===== src/rtl/shuffle_sched_pkg.sv =====
// Shared types, constants and the round-robin search helper for the
// shuffle scheduler.
package shuffle_sched_pkg;

  typedef enum logic {
    IDLE = 1'b0,  // output register empty
    FULL = 1'b1   // output register holds an unconsumed result
  } state_t;

  localparam int SHUF_W  = 4;
  localparam int MAX_REQ = 16;

  // Return the index of the first set bit of req at or after ptr, wrapping
  // at nreq-1 -> 0. Callers zero-extend narrower vectors to MAX_REQ bits.
  // If no bit is set the result is ptr; callers qualify with |req.
  function automatic logic [3:0] rr_next(input logic [3:0]         ptr,
                                         input logic [MAX_REQ-1:0] req,
                                         input logic [4:0]         nreq);
    logic [4:0] idx;
    logic       found;
    logic [3:0] g;
    g     = ptr;
    found = 1'b0;
    for (int i = 0; i < MAX_REQ; i++) begin
      idx = {1'b0, ptr} + 5'(i);
      if (idx >= nreq) idx = idx - nreq;
      if (!found && (5'(i) < nreq) && req[idx[3:0]]) begin
        found = 1'b1;
        g     = idx[3:0];
      end
    end
    return g;
  endfunction

endpackage


===== src/rtl/shuffle_rr_scheduler_shuf.sv =====
// Catalog 4-bit bit-shuffle element: c = {a[0], b[2], a[1], b[3]}.
module shuffle_rr_scheduler_shuf
  import shuffle_sched_pkg::*;
(
  input  logic [SHUF_W-1:0] a,
  input  logic [SHUF_W-1:0] b,
  output logic [SHUF_W-1:0] c
);

  assign c = {a[0], b[2], a[1], b[3]};

endmodule


===== src/rtl/shuffle_rr_scheduler.sv =====
// Round-robin scheduler sharing one shuffle element among NREQ requesters,
// with a single-entry output register tagged by requester id.
//
// Handshake semantics: a transfer happens on a rising clk edge where both
// valid and ready are high. req_ready is combinational from req_valid and
// rsp_ready, so requesters must not derive req_valid from req_ready; they
// hold req_valid/req_a/req_b stable until accepted. rsp_data/rsp_id stay
// stable while rsp_valid is high and rsp_ready is low.
module shuffle_rr_scheduler
  import shuffle_sched_pkg::*;
#(
  parameter  int NREQ = 4,
  parameter  int CNTW = 16,
  localparam int IDW  = (NREQ > 2) ? $clog2(NREQ) : 1
) (
  input  logic                   clk,
  input  logic                   rst_n,
  input  logic [NREQ-1:0]        req_valid,
  output logic [NREQ-1:0]        req_ready,
  input  logic [NREQ*SHUF_W-1:0] req_a,
  input  logic [NREQ*SHUF_W-1:0] req_b,
  output logic                   rsp_valid,
  input  logic                   rsp_ready,
  output logic [SHUF_W-1:0]      rsp_data,
  output logic [IDW-1:0]         rsp_id,
  output logic [CNTW-1:0]        op_count
);

  state_t             state_q, state_d;
  logic [IDW-1:0]     ptr_q, ptr_d;
  logic [IDW-1:0]     id_q, id_d;
  logic [SHUF_W-1:0]  data_q, data_d;
  logic [CNTW-1:0]    cnt_q, cnt_d;

  logic [MAX_REQ-1:0] req_pad;
  logic [3:0]         ptr_ext;
  logic [3:0]         grant4;
  logic [IDW-1:0]     grant;
  logic               any_req;
  logic               can_accept;
  logic               drain;
  logic               accept;
  logic [SHUF_W-1:0]  a_sel, b_sel, shuf_c;

  // Round-robin search from the pointer over the request vector.
  always_comb begin
    req_pad             = '0;
    req_pad[NREQ-1:0]   = req_valid;
    ptr_ext             = '0;
    ptr_ext[IDW-1:0]    = ptr_q;
    grant4              = rr_next(ptr_ext, req_pad, 5'(NREQ));
    grant               = IDW'(grant4);
    any_req             = |req_valid;
  end

  assign rsp_valid  = (state_q == FULL);
  assign drain      = rsp_valid && rsp_ready;
  // A full register can take a new result in the same cycle it drains.
  assign can_accept = (state_q == IDLE) || drain;

  // One-hot accept strobe to the winner; forced low while reset is held.
  always_comb begin
    req_ready = '0;
    if (rst_n && any_req && can_accept) req_ready[grant] = 1'b1;
  end

  assign accept = |(req_valid & req_ready);
  assign a_sel  = req_a[grant*SHUF_W +: SHUF_W];
  assign b_sel  = req_b[grant*SHUF_W +: SHUF_W];

  shuffle_rr_scheduler_shuf u_shuf (
    .a (a_sel),
    .b (b_sel),
    .c (shuf_c)
  );

  // FSM next state, output register load, pointer advance and drain count.
  always_comb begin
    state_d = state_q;
    ptr_d   = ptr_q;
    id_d    = id_q;
    data_d  = data_q;
    cnt_d   = cnt_q;
    if (accept) begin
      state_d = FULL;
      data_d  = shuf_c;
      id_d    = grant;
      ptr_d   = (grant == IDW'(NREQ - 1)) ? '0 : grant + 1'b1;
    end else if (drain) begin
      state_d = IDLE;
    end
    if (drain) cnt_d = cnt_q + 1'b1;
  end

  // State and datapath registers; reset discards any held result.
  always_ff @(posedge clk or negedge rst_n) begin
    if (!rst_n) begin
      state_q <= IDLE;
      ptr_q   <= '0;
      id_q    <= '0;
      data_q  <= '0;
      cnt_q   <= '0;
    end else begin
      state_q <= state_d;
      ptr_q   <= ptr_d;
      id_q    <= id_d;
      data_q  <= data_d;
      cnt_q   <= cnt_d;
    end
  end

  assign rsp_data = data_q;
  assign rsp_id   = id_q;
  assign op_count = cnt_q;

endmodule


===== config.mk =====
export PLATFORM = sky130hd
export DESIGN_NAME = shuffle_rr_scheduler
export DESIGN_NICKNAME = d
export VERILOG_FILES = /design/src/rtl/shuffle_sched_pkg.sv /design/src/rtl/shuffle_rr_scheduler_shuf.sv /design/src/rtl/shuffle_rr_scheduler.sv
export SDC_FILE = /design/constraint.sdc
export NUM_CORES = 1
export LEC_CHECK = 0
export BUFFER_PORTS_ARGS = -buffer_cell sky130_fd_sc_hd__buf_2
export CAP_MARGIN = 20
export CORE_ASPECT_RATIO = 1.75
export CORE_UTILIZATION = 52
export DETAILED_ROUTE_END_ITERATION = 10
export GPL_TIMING_DRIVEN = 0
export PLACE_DENSITY_LB_ADDON = 0.1
export SLEW_MARGIN = 5
export SYNTH_ARGS = -nofsm -noshare
export SYNTH_HDL_FRONTEND = slang
export SYNTH_SLANG_ARGS = --single-unit

===== constraint.sdc =====
create_clock -name clk -period 6.1 [get_ports clk]
set_clock_uncertainty 0.2 [all_clocks]
set_input_delay 0.61 -clock clk [delete_from_list [all_inputs] [get_ports clk]]
set_output_delay 0.61 -clock clk [all_outputs]
set_load 0.005 [all_outputs]

[Word level (Yosys, flattened, before mapping)]
Cells that the tools add are included.
Word-level totals
  flip-flop bits (word level): 25
  input port bits: 39
  output and inout port bits: 27
  logic and storage cells: 68
Cells by class
  add/sub/neg operators: 9
  magnitude comparators: 10
  equality and inequality tests: 1
  shifts and indexed selects: 2
  multiplexer cells: 25
  bitwise gates (word level): 2
  reduce and logical (&&, ||, !) cells: 14
Operators by type and width (number)
  less-than comparator 4 x 5 -> 1 bit, second input constant: 4
  2-to-1 mux 4 bit: 5
  adder 16 x 1 -> 16 bit, second input constant: 1
  binary-select mux 1 bit (select 4 bit): 4
  indexed part select 16 x 5 -> 2 bit: 1
  indexed part select 16 x 5 -> 4 bit: 1
  subtractor 3 x 3 -> 4 bit, second input constant: 3
  2-to-1 mux 1 bit: 10
  2-to-1 mux 2 bit: 5
  greater-or-equal comparator 3 bit, second input constant: 3
  OR reduction 4 bit: 2
  logical AND 1 bit: 7
  adder 2 x 2 -> 3 bit, second input constant: 2
  bitwise AND 4 bit: 1
  subtractor 2 x 3 -> 4 bit, second input constant: 1
  adder 2 x 1 -> 3 bit, second input constant: 1
  greater-or-equal comparator 2 x 3 -> 1 bit, second input constant: 1
  zero test 1 bit: 3
  less-than comparator 2 x 3 -> 1 bit, second input constant: 1
  adder 2 x 1 -> 2 bit, second input constant: 1
  demux 1 bit (select 2 bit): 1
  == test 2 bit, second input constant: 1
  greater-or-equal comparator 2 x 1 -> 1 bit, second input constant: 1
  nonzero test 2 bit: 1
  2 further kinds: 2

[Logic depth before layout (Yosys ltp)]
Gate-level depths: netlist of the first run.
  depth in word-level cells: 22
  mapped depth: 16
  depth with buffers taken out: 13

[Modules after synthesis]
A second synthesis of the first run with hierarchy kept.
Unflattened totals
  cells, all modules: 187
  area total of the unflattened synthesis: 1823.0 um^2
Modules (own cells, without submodules)
  shuffle_rr_scheduler: instances 1, cells each 183, area an instance 1793.0 um^2, seq. area each 625.6 um^2
  shuffle_rr_scheduler_shuf: instances 1, cells each 4, area an instance 30.0 um^2, seq. area each 0.0 um^2

[Least setup slack after synthesis of the first run]
No wires, ideal clock.
  path kind: register to register
  from: register ptr_q[1]
  to: register data_q[0], in the netlist rsp_data[0]
  setup time: 0.090 ns
  arrival: 3.148 ns
  data required time: 5.810 ns
  setup slack: 2.662 ns
  cell stages (with the launch flop): 16
  path buffers: 2
  clock period less this slack: 3.438 ns
  path through: dfrtp_1 clkbuf_1 inv_1 ha_1 buf_2 a221oi_4 o211ai_4 o2bb2ai_2 or2_2 inv_1 ha_1 a22oi_1 nand2_1 nand2_1 or3_4 o221ai_1
Between the ends
  longest elaborated chain between the ends: 21
  elaborated cells between the ends (all ways): 45
  those cells by class: add/sub: 7; order compare: 6; shift: 1; mux: 22; bitwise: 1; reduce/logical: 8
Ends and longest elaborated chain
  start, declared: RTL line shuffle_rr_scheduler.sv:30  | logic [IDW-1:0] ptr_q, ptr_d;
  start signal, assigned: RTL line shuffle_rr_scheduler.sv:105  | ptr_q <= ptr_d;
  branches (longest 13 deep; another with subtractor 3 x 3 -> 4 bit)
  2-to-1 mux 2 bit (*): RTL line shuffle_sched_pkg.sv:27  | if (!found && (5'(i) < nreq) && req[idx[3:0]]) begin
  named net grant4[1]: RTL line shuffle_rr_scheduler.sv:37  | logic [3:0] grant4;
  less-than comparator 2 x 3 -> 1 bit (implied by the code) / greater-or-equal comparator 2 x 1 -> 1 bit (equally long branches): RTL line shuffle_rr_scheduler.sv:64  | if (rst_n && any_req && can_accept) req_ready[grant] = 1'b1;
  logical AND 1 bit (implied by the code): RTL line shuffle_rr_scheduler.sv:64
  2-to-1 mux 1 bit (implied by the code): RTL line shuffle_rr_scheduler.sv:64
  demux 1 bit (select 2 bit): RTL line shuffle_rr_scheduler.sv:64
  2-to-1 mux 4 bit: RTL line shuffle_rr_scheduler.sv:64
  bitwise AND 4 bit: RTL line shuffle_rr_scheduler.sv:67  | assign accept = |(req_valid & req_ready);
  OR reduction 4 bit: RTL line shuffle_rr_scheduler.sv:67
  end signal, assigned: RTL line shuffle_rr_scheduler.sv:107  | data_q <= data_d;
  end, declared: RTL line shuffle_rr_scheduler.sv:32  | logic [SHUF_W-1:0] data_q, data_d;
Mark *: on every way through the listed nets, which the timed path passes. The select of a mux whose other input is x is not followed.
A chain may end at the register's enable or synchronous reset.

[Worst setup path after layout of the first run]
  from: register ptr_q[1]
  to: output port req_ready[0]
Between the ends
  longest elaborated chain between the ends: 19
  elaborated cells between the ends (all ways): 42
  those cells by class: add/sub: 7; order compare: 6; mux: 22; reduce/logical: 7
Ends and longest elaborated chain
  branches (longest 13 deep; another with subtractor 3 x 3 -> 4 bit)
  2-to-1 mux 2 bit (*): RTL line shuffle_sched_pkg.sv:27
  named net grant4[1]: RTL line shuffle_rr_scheduler.sv:37
  less-than comparator 2 x 3 -> 1 bit (implied by the code) / greater-or-equal comparator 2 x 1 -> 1 bit (equally long branches): RTL line shuffle_rr_scheduler.sv:64
  logical AND 1 bit (implied by the code): RTL line shuffle_rr_scheduler.sv:64
  2-to-1 mux 1 bit (implied by the code): RTL line shuffle_rr_scheduler.sv:64
  demux 1 bit (select 2 bit) (*): RTL line shuffle_rr_scheduler.sv:64
  2-to-1 mux 4 bit (*): RTL line shuffle_rr_scheduler.sv:64
  end, declared: RTL line shuffle_rr_scheduler.sv:19  | output logic [NREQ-1:0] req_ready,
Marks and branches as above.

==> results of run 1 <==
## synth_stat cells, drive strengths merged (2+ instances only)
| library cell | count | area (µm²) |
|---|---|---|
| mux2 | 4 | 45.04 |
| and2 | 5 | 31.28 |
| a22oi | 2 | 15.01 |
| nand2b | 2 | 12.51 |
| nor3 | 3 | 15.01 |
| nand2 | 18 | 67.56 |
| mux2i | 14 | 140.1 |
| xor2 | 3 | 26.28 |
| xnor2 | 12 | 105.1 |
| o211ai | 2 | 28.78 |
| o221ai | 5 | 50.04 |
| nor4 | 2 | 12.51 |
| buf | 3 | 27.52 |
| ha | 9 | 112.6 |
| o2bb2ai | 2 | 23.77 |
| and3 | 3 | 18.77 |
| inv | 5 | 18.77 |
| a21o | 2 | 16.27 |
| nand3 | 8 | 40.04 |
| o21ai | 3 | 15.01 |
| dfrtp | 25 | 625.6 |
| a21oi | 2 | 10.01 |
| nor2 | 7 | 26.28 |
## power breakdown
part	internal (mW)	total [mW]	switching [mW]
Combinational	0.272	0.589	0.317
Clock	0.0455	0.0928	0.0473
Sequential	0.213	0.255	0.0421
Total	0.531	0.937	0.406
## final cells by class
class,count,area [µm²]
Buffer,4,31.28
Clock buffer,3,41.29
Clock inverter,1,5.005
Fill cell,256,1002
Inverter,5,18.77
Multi-Input combinational cell,118,923.4
Sequential cell,25,625.6
Tap cell,28,35.03
Timing Repair Buffer,49,245.2
## state kept, by name, indices dropped and copies added, names as in the netlist
register   flops
op_count      16
rsp_data       4
ptr_q          2
rsp_id         2
rsp_valid      1
## layout by cell type, fill, tap and decap left out, types with 2 or more instances in the layout
cell type / n
a22oi_1: 2
ha_1: 9
and2_1: 5
xor2_1: 3
nand3_1: 8
clkbuf_8: 3
dfrtp_1: 25
nand2_1: 18
a21oi_1: 2
o21ai_0: 2
xnor2_1: 12
inv_1: 5
buf_2: 50
o221ai_1: 4
nor2_1: 7
mux2_2: 4
and3_1: 3
buf_6: 2
nand2b_1: 2
nor3_1: 3
mux2i_1: 14
nor4_1: 2
## worst register-to-register path: stages, from the launching register on
cell,delay [ns]
dfrtp_1,0.39
clkbuf_1,0.36
inv_1,0.15
ha_1,0.29
buf_2,0.20
a221oi_4,0.35
o211ai_4,0.13
o31ai_1,0.39
or2_2,0.21
ha_1,0.15
a22oi_1,0.08
nand2_1,0.09
nand2_1,0.19
or3_4,0.41
o221ai_1,0.22
## per-layer routing
layer  routed length (µm)  part of all wire [%]  vias up  GRT usage [%]
met4                   69                   2.1        0          9.764
met1                 1263                    38      644          23.33
met2                 1900                    57       31          38.64
met5                    0                     0        -              0
li1                     -                     -      649              -
met3                   79                   2.4        7          1.896
## through the flow
stage                     total power, mW  util (%)
after floorplan                    0.6969         -
after global placement             0.8266     64.19
after detailed placement           0.8526     64.19
after CTS                          0.9466     65.77
after global routing                1.024     65.77
final                              0.9373     65.77
## worst max path at each step
stage / from / end / slack (ns)
floorplan: ptr_q[1] / rsp_data[0] / 2.66
global placement: ptr_q[1] / rsp_data[1] / 2.27
detailed placement: ptr_q[1] / rsp_data[0] / 2.17
CTS: ptr_q[1] / req_ready[0] / 2.04
global route: ptr_q[1] / req_ready[0] / 1.79
finish: ptr_q[1] / req_ready[0] / 2.05
## kinds of logic (layout without fill, tap and decap cells)
family	count (synthesis)	in the layout	share of synthesized area, %
AO/OA/AOI/OAI	22	22	13.07
XOR/XNOR	15	15	8.216
adder cells (fa/ha/maj)	9	9	7.042
buffers and inverters	9	62	3.129
flip-flops	25	25	39.12
multiplexers	19	19	12.99
AND/OR/NAND/NOR	53	53	16.43
==> metrics.yaml, run 1 <==
final_layout:
  post_route_cells_drive_above_1_share_pct: 33.17
  antenna-diode-count: 0
  finalInstanceArea_um2: 1926
  nNetsFinal: 254
  post_layout_nonfiller_instances: 233
  area_overhead_vs_synth_pct: 20.42
yosys:
  synthesis.area_per_instance_um2: 10.52
  ys_ff_latch: 25
  synth_nets: 200
  synthDistinctLibCells: 40
  ys_warn_count: 0
  netlist_instances: 152
  synth_top_flop_cell: "dfrtp_1"
  synthesis.area_um2: 1599
  synth-seq-area-share_pct: 39.12
  fraction_of_synthesis_flops_using_an_asynchronous_set_or_reset_pin_pct: 100.0
  synth_enable_flop_cells: 0
clocking:
  worstSkewPairLatency_ns: 0.26
  cts_max_path_buffers: 2
  tritoncts_clock_tree: "yes"
  numClockSinks: 25
  num_cts_buffers: 3
  cts_setup_buffers: 0
  hold_bufs_inserted_after_cts: 0
  cts_root_buffer: "clkbuf_8"
  cts_max_level: 1
  clk_transition_reported_paths_ns: 0.08
  ctsResizeCount: 0
critical_path:
  crit_path_largest_cell_delay_ns: 0.39
  critical-path-top-delay-family: "buffers and inverters"
  critical_path_cell_count: 12
  timing.rr.end: "rsp_data[0]"
  worstPathArrival_ns: 3.24
  crit_path_top_delay_cell: "dfrtp_1"
  rr_worst_depth: 14
  worstPathBufferInverterCount: 5
  rr_startpoint: "ptr_q[1]"
  reg2reg_slack_ns: 2.19
  critPathMaxFanout: 10
  worstSetupEndpointType: "primary output"
  start_kind: "flip-flop"
  worst-endpoint-required_ns: 5.29
  setup.worst_path.class: "flip-flop to primary output"
  critical_path.cell_chain: "clkbuf_1, inv_1, ha_1, buf_2, a221oi_4, o211ai_4, o31ai_1, or2_2, inv_1, ha_1, and2_1, buf_2"
global_routing:
  first_global_vias: 1198
  antenna_found_initial: 0
  wire_length_of_the_first_global_routing_pass_um: 5154
  gr-total-overflow: 0
  grt_max_degree: 27
  grt.total_usage_pct: 20.74
sta:
  hold_ws_ns: 0.1220
  max_slew.worst_pin.slew_ns: 0.5335
  setup_violations: 0
  report.final.slew_viol_count: 0
  finalWorstPathRequiredPeriod_ns: 4.052
  timing.slew.headroom_pct: 64.16
  final.period_utilization_pct: 66.43
  maxClockFrequency_ghz: 0.2468
  finalSetupTns_ns: 0
  setup_repair_after_global_routing_missed_its_margin: "no"
  layout_setup_ws_ns: 2.048
  total_count_of_hold_check_failures_in_the_final_report: 0
floorplan:
  die_w_um: 43.92
  core_area_um2: 2928
  floorplan.initialDensity_pct: 54.62
  die_h_um: 75.36
  fp-row-count: 26
  num_io_pins: 66
  die-area_um2: 3310
run_status:
  status: "finished, violations left"
  violations: "design-rule violations"
route:
  wire_per_inst_um: 14.22
  routed_via_density: 5.712
  detailroute.via_count: 1331
  ant_nets: 0
  initialDrtViolationCount: 23
  post-route-drc-count: 2
  drt-total-wl_um: 3313
  drt_first_pass_iters: 9
place:
  place_hpwl_um: 2726
  placed_cell_area_um2: 1879
  placement.setup.worst_slack_ns: 2.174
  globalplace.congestion: 0.8272
  place.port_buffers: 49
  place.detailed.instances: 229
pwr:
  vdd_drop_max_mv: 0.3174
  p_leak_nw: 0.9885
  powerDensity_nw_per_um2: 486.7
min_path:
  class_of_the_most_critical_hold_timing_path: "primary input to asynchronous set/reset pin"
flow_run:
  cap_viol_max_count: 0
No activity file was read; power rests on OpenSTA's default activity.
==> inputs of run 2 (changes only) <==
--- a/config.mk
+++ b/config.mk
@@ -8,7 +8,7 @@
 export BUFFER_PORTS_ARGS = -buffer_cell sky130_fd_sc_hd__buf_2
 export CAP_MARGIN = 20
 export CORE_ASPECT_RATIO = 1.75
-export CORE_UTILIZATION = 52
+export CORE_UTILIZATION = 43
 export DETAILED_ROUTE_END_ITERATION = 10
 export GPL_TIMING_DRIVEN = 0
 export PLACE_DENSITY_LB_ADDON = 0.1
==> constraint.sdc (replaced) <==
create_clock -name clk -period 3.4 [get_ports clk]
set_clock_uncertainty 0.2 [all_clocks]
set_input_delay 0.34 -clock clk [delete_from_list [all_inputs] [get_ports clk]]
set_output_delay 0.34 -clock clk [all_outputs]
set_load 0.005 [all_outputs]
==> metrics.yaml, run 2 (synthesis results as in run 1) <==
global_routing:
  grt.total_usage_pct: 19.43  # was 20.74%
  gr-total-overflow: 0  # unchanged
  wire_length_of_the_first_global_routing_pass_um: 5457  # was 5154 µm
  grt_max_degree: 27  # unchanged
  antenna_found_initial: 0  # unchanged
  first_global_vias: 1275  # was 1198
floorplan:
  floorplan.initialDensity_pct: 44.51  # was 54.62%
  num_io_pins: 66  # unchanged
  die_h_um: 82.67  # was 75.36 µm
  die_w_um: 48.10  # was 43.92 µm
  core_area_um2: 3592  # was 2928 µm²
  die-area_um2: 3976  # was 3310 µm²
  fp-row-count: 29  # was 26
critical_path:
  cp-startpoint: "ptr_q[0]"  # was ptr_q[1]
  critPathMaxFanout: 4  # was 10
  critical_path.cell_chain: "buf_4, buf_4, ha_1, nand2b_1, and3_1, nor4_2, o2bb2ai_4, or2_4, inv_2, ha_1, a22oi_1, nand2_1, and2_4, mux2_2"  # was clkbuf_1, inv_1, ha_1, buf_2, a221oi_4, o211ai_4, o31ai_1, or2_2, inv_1, ha_1, and2_1, buf_2
  setup.worst_path.class: "flip-flop to flip-flop"  # was flip-flop to primary output
  worstPathArrival_ns: 3.29  # was 3.24 ns
  timing.rr.end: "ptr_q[1]"  # was rsp_data[0]
  crit_path_top_delay_cell: "dfrtp_2"  # was dfrtp_1
  rr_worst_depth: 14  # unchanged
  worstSetupEndpointType: "flip-flop"  # was primary output
  start_kind: "flip-flop"  # unchanged
  reg2reg_slack_ns: 0.07  # was 2.19 ns
  crit_end: "ptr_q[1]"  # was req_ready[0]
  worst-endpoint-required_ns: 3.36  # was 5.29 ns
  crit_path_largest_cell_delay_ns: 0.42  # was 0.39 ns
  rr_startpoint: "ptr_q[0]"  # was ptr_q[1]
min_path:
  hold_path_depth: 3
  class_of_the_most_critical_hold_timing_path: "primary input to flip-flop"  # was primary input to asynchronous set/reset pin
sta:
  finalSetupTns_ns: 0  # unchanged
  finalWorstPathRequiredPeriod_ns: 3.328
  total_count_of_hold_check_failures_in_the_final_report: 0  # unchanged
  setup_violations: 0  # unchanged
  final.period_utilization_pct: 97.89
  timing.slew.headroom_pct: 62.45  # was 64.16%
  report.final.slew_viol_count: 0  # unchanged
  hold_ws_ns: 0.1709  # was 0.1220 ns
  layout_setup_ws_ns: 0.07161  # was 2.048 ns
  max_slew.worst_pin.slew_ns: 0.5476  # was 0.5335 ns
  maxClockFrequency_ghz: 0.3004
final_layout:
  multi_input_area_um2: 1005  # was 923.4 µm²
  post_route_cells_drive_above_1_share_pct: 44.20  # was 33.17%
  area_overhead_vs_synth_pct: 37.09  # was 20.42%
  fraction_of_the_core_area_covered_by_cells_at_the_end_of_the_flow_pct: 61.02  # was 65.77%
  mostFrequentLayoutCell: "buf_2"  # unchanged
  regArea_um2: 626.9  # was 625.6 µm²
  nFillCells: 303  # was 256
  number_of_flip_flops_in_the_largest_register: 16  # unchanged
  antenna-diode-count: 0  # unchanged
  nNetsFinal: 273  # was 254
  final_cell_mix: "buf_2 (49), dfrtp_1 (24), buf_4 (18)"  # was buf_2 (50), dfrtp_1 (25), nand2_1 (18)
pwr:
  share_comb_of_total_power_pct: 71.1  # was 62.8%
  power_report.internal_total_mw: 1.254  # was 0.5313 mW
  vdd_drop_max_mv: 0.4954  # was 0.3174 mV
  netSwitchingPower_mw: 0.9223  # was 0.4060 mW
  seqPwrFrac_pct: 20.9  # was 27.3%
  share_clk_of_total_power_pct: 8.0  # was 9.9%
  powerDensity_nw_per_um2: 992.8  # was 486.7 nW/µm²
  p_leak_nw: 1.106  # was 0.9885 nW
  power.share.switching_pct: 42.38  # was 43.31%
  p_total_mw: 2.176  # was 0.9373 mW
place:
  placement.setup.worst_slack_ns: -0.3706  # was 2.174 ns
  place.port_buffers: 49  # unchanged
  globalplace.congestion: 0.8774  # was 0.8272
  place_hpwl_um: 2847  # was 2726 µm
flow_run:
  cap_viol_max_count: 0  # unchanged
clocking:
  worstSkewPairLatency_ns: 0.27  # was 0.26 ns
  cts_max_path_buffers: 2  # unchanged
  tritoncts_clock_tree: "yes"  # unchanged
  cts_root_buffer: "clkbuf_8"  # unchanged
  numClockSinks: 25  # unchanged
  clk_transition_reported_paths_ns: 0.08  # about the same
  num_cts_buffers: 3  # unchanged
  cts_max_level: 1  # unchanged
route:
  wire_per_inst_um: 14.63  # was 14.22 µm
  detailroute.via_count: 1418  # was 1331
  routed_via_density: 5.252  # was 5.712
  initialDrtViolationCount: 26  # was 23
  drt-total-wl_um: 3949  # was 3313 µm
  post-route-drc-count: 0  # was 2
  ant_nets: 0  # unchanged
  drt_first_pass_iters: 4  # was 9
run_status:
  status: "completed"  # was finished, violations left
## run 2: changes by cell type in the layout (fill, tap and decap cells not counted), moves of 3 or more
cell	previous run	this run
o221ai_1	4	0
inv_1	5	2
buf_4	0	18
o221ai_2	1	5
inv_2	0	3
## run 2: layout make-up
type	instances	share of cell area, %
Inverter	5	0.8562
Multi-Input combinational cell	118	45.83
Sequential cell	25	28.60
Timing Repair Buffer	68	17.81
Clock buffer	4	2.055
Buffer	4	2.226
Tap cell	46	2.626
## run 2: worst max-delay path: cells and delay by family, from the launching register on
kind                       cells  cell delay [ns]
buffers and inverters          3             0.31
muxes                          1             0.27
DFF                            1             0.42
and+or+nand+nor                6             1.30
AOI/OAI and AO/OA              2             0.34
adders and majority gates      2             0.38
## run 2: power by group through the flow
stage	combinational (mW)	sequential (mW)	clock, mW
floorplan	0.795	0.457	0
global placement	1.04	0.458	0
detailed placement	1.08	0.464	0
CTS	1.27	0.453	0.182
global route	1.67	0.465	0.190
finish	1.55	0.454	0.174
## run 2: how the worst min path moves through the flow
| stage | slack (ns) | start | endpoint |
|---|---|---|---|
| after floorplan | -0.16 | rst_n | op_count[0] |
| after global placement | 0.15 | rst_n | op_count[12] |
| after global routing | 0.21 | req_a[1] | rsp_data[1] |
| final | 0.17 | rsp_ready | rsp_valid |
| after CTS | 0.16 | rsp_ready | rsp_valid |
| after detailed placement | 0.18 | rst_n | op_count[14] |
## run 2: per-layer routing
metal	track usage, %	wire length (µm)	vias to the layer above
met5	0	0	-
met4	10.28	84	0
met3	2.174	80	7
met2	36.35	2301	29
met1	19.25	1483	694
li1	-	-	688
## run 2: timing repair
item | 4_1_cts | 5_1_grt
hold endpoints to repair | 25 | 0
endpoints found under the setup margin | 13 | 10
hold buffers | 1 | 0
buffers inserted | 7 | 11
resized for setup | 11 | 13
pin swaps | 3 | 9
## run 2: through the flow
| step | std cells | area (µm²) |
|---|---|---|
| floorplan | 152 | 1600 |
| global placement | 247 | 1903 |
| detailed placement | 247 | 1903 |
| CTS | 259 | 2052 |
| global route | 270 | 2192 |
| finish | 270 | 2192 |
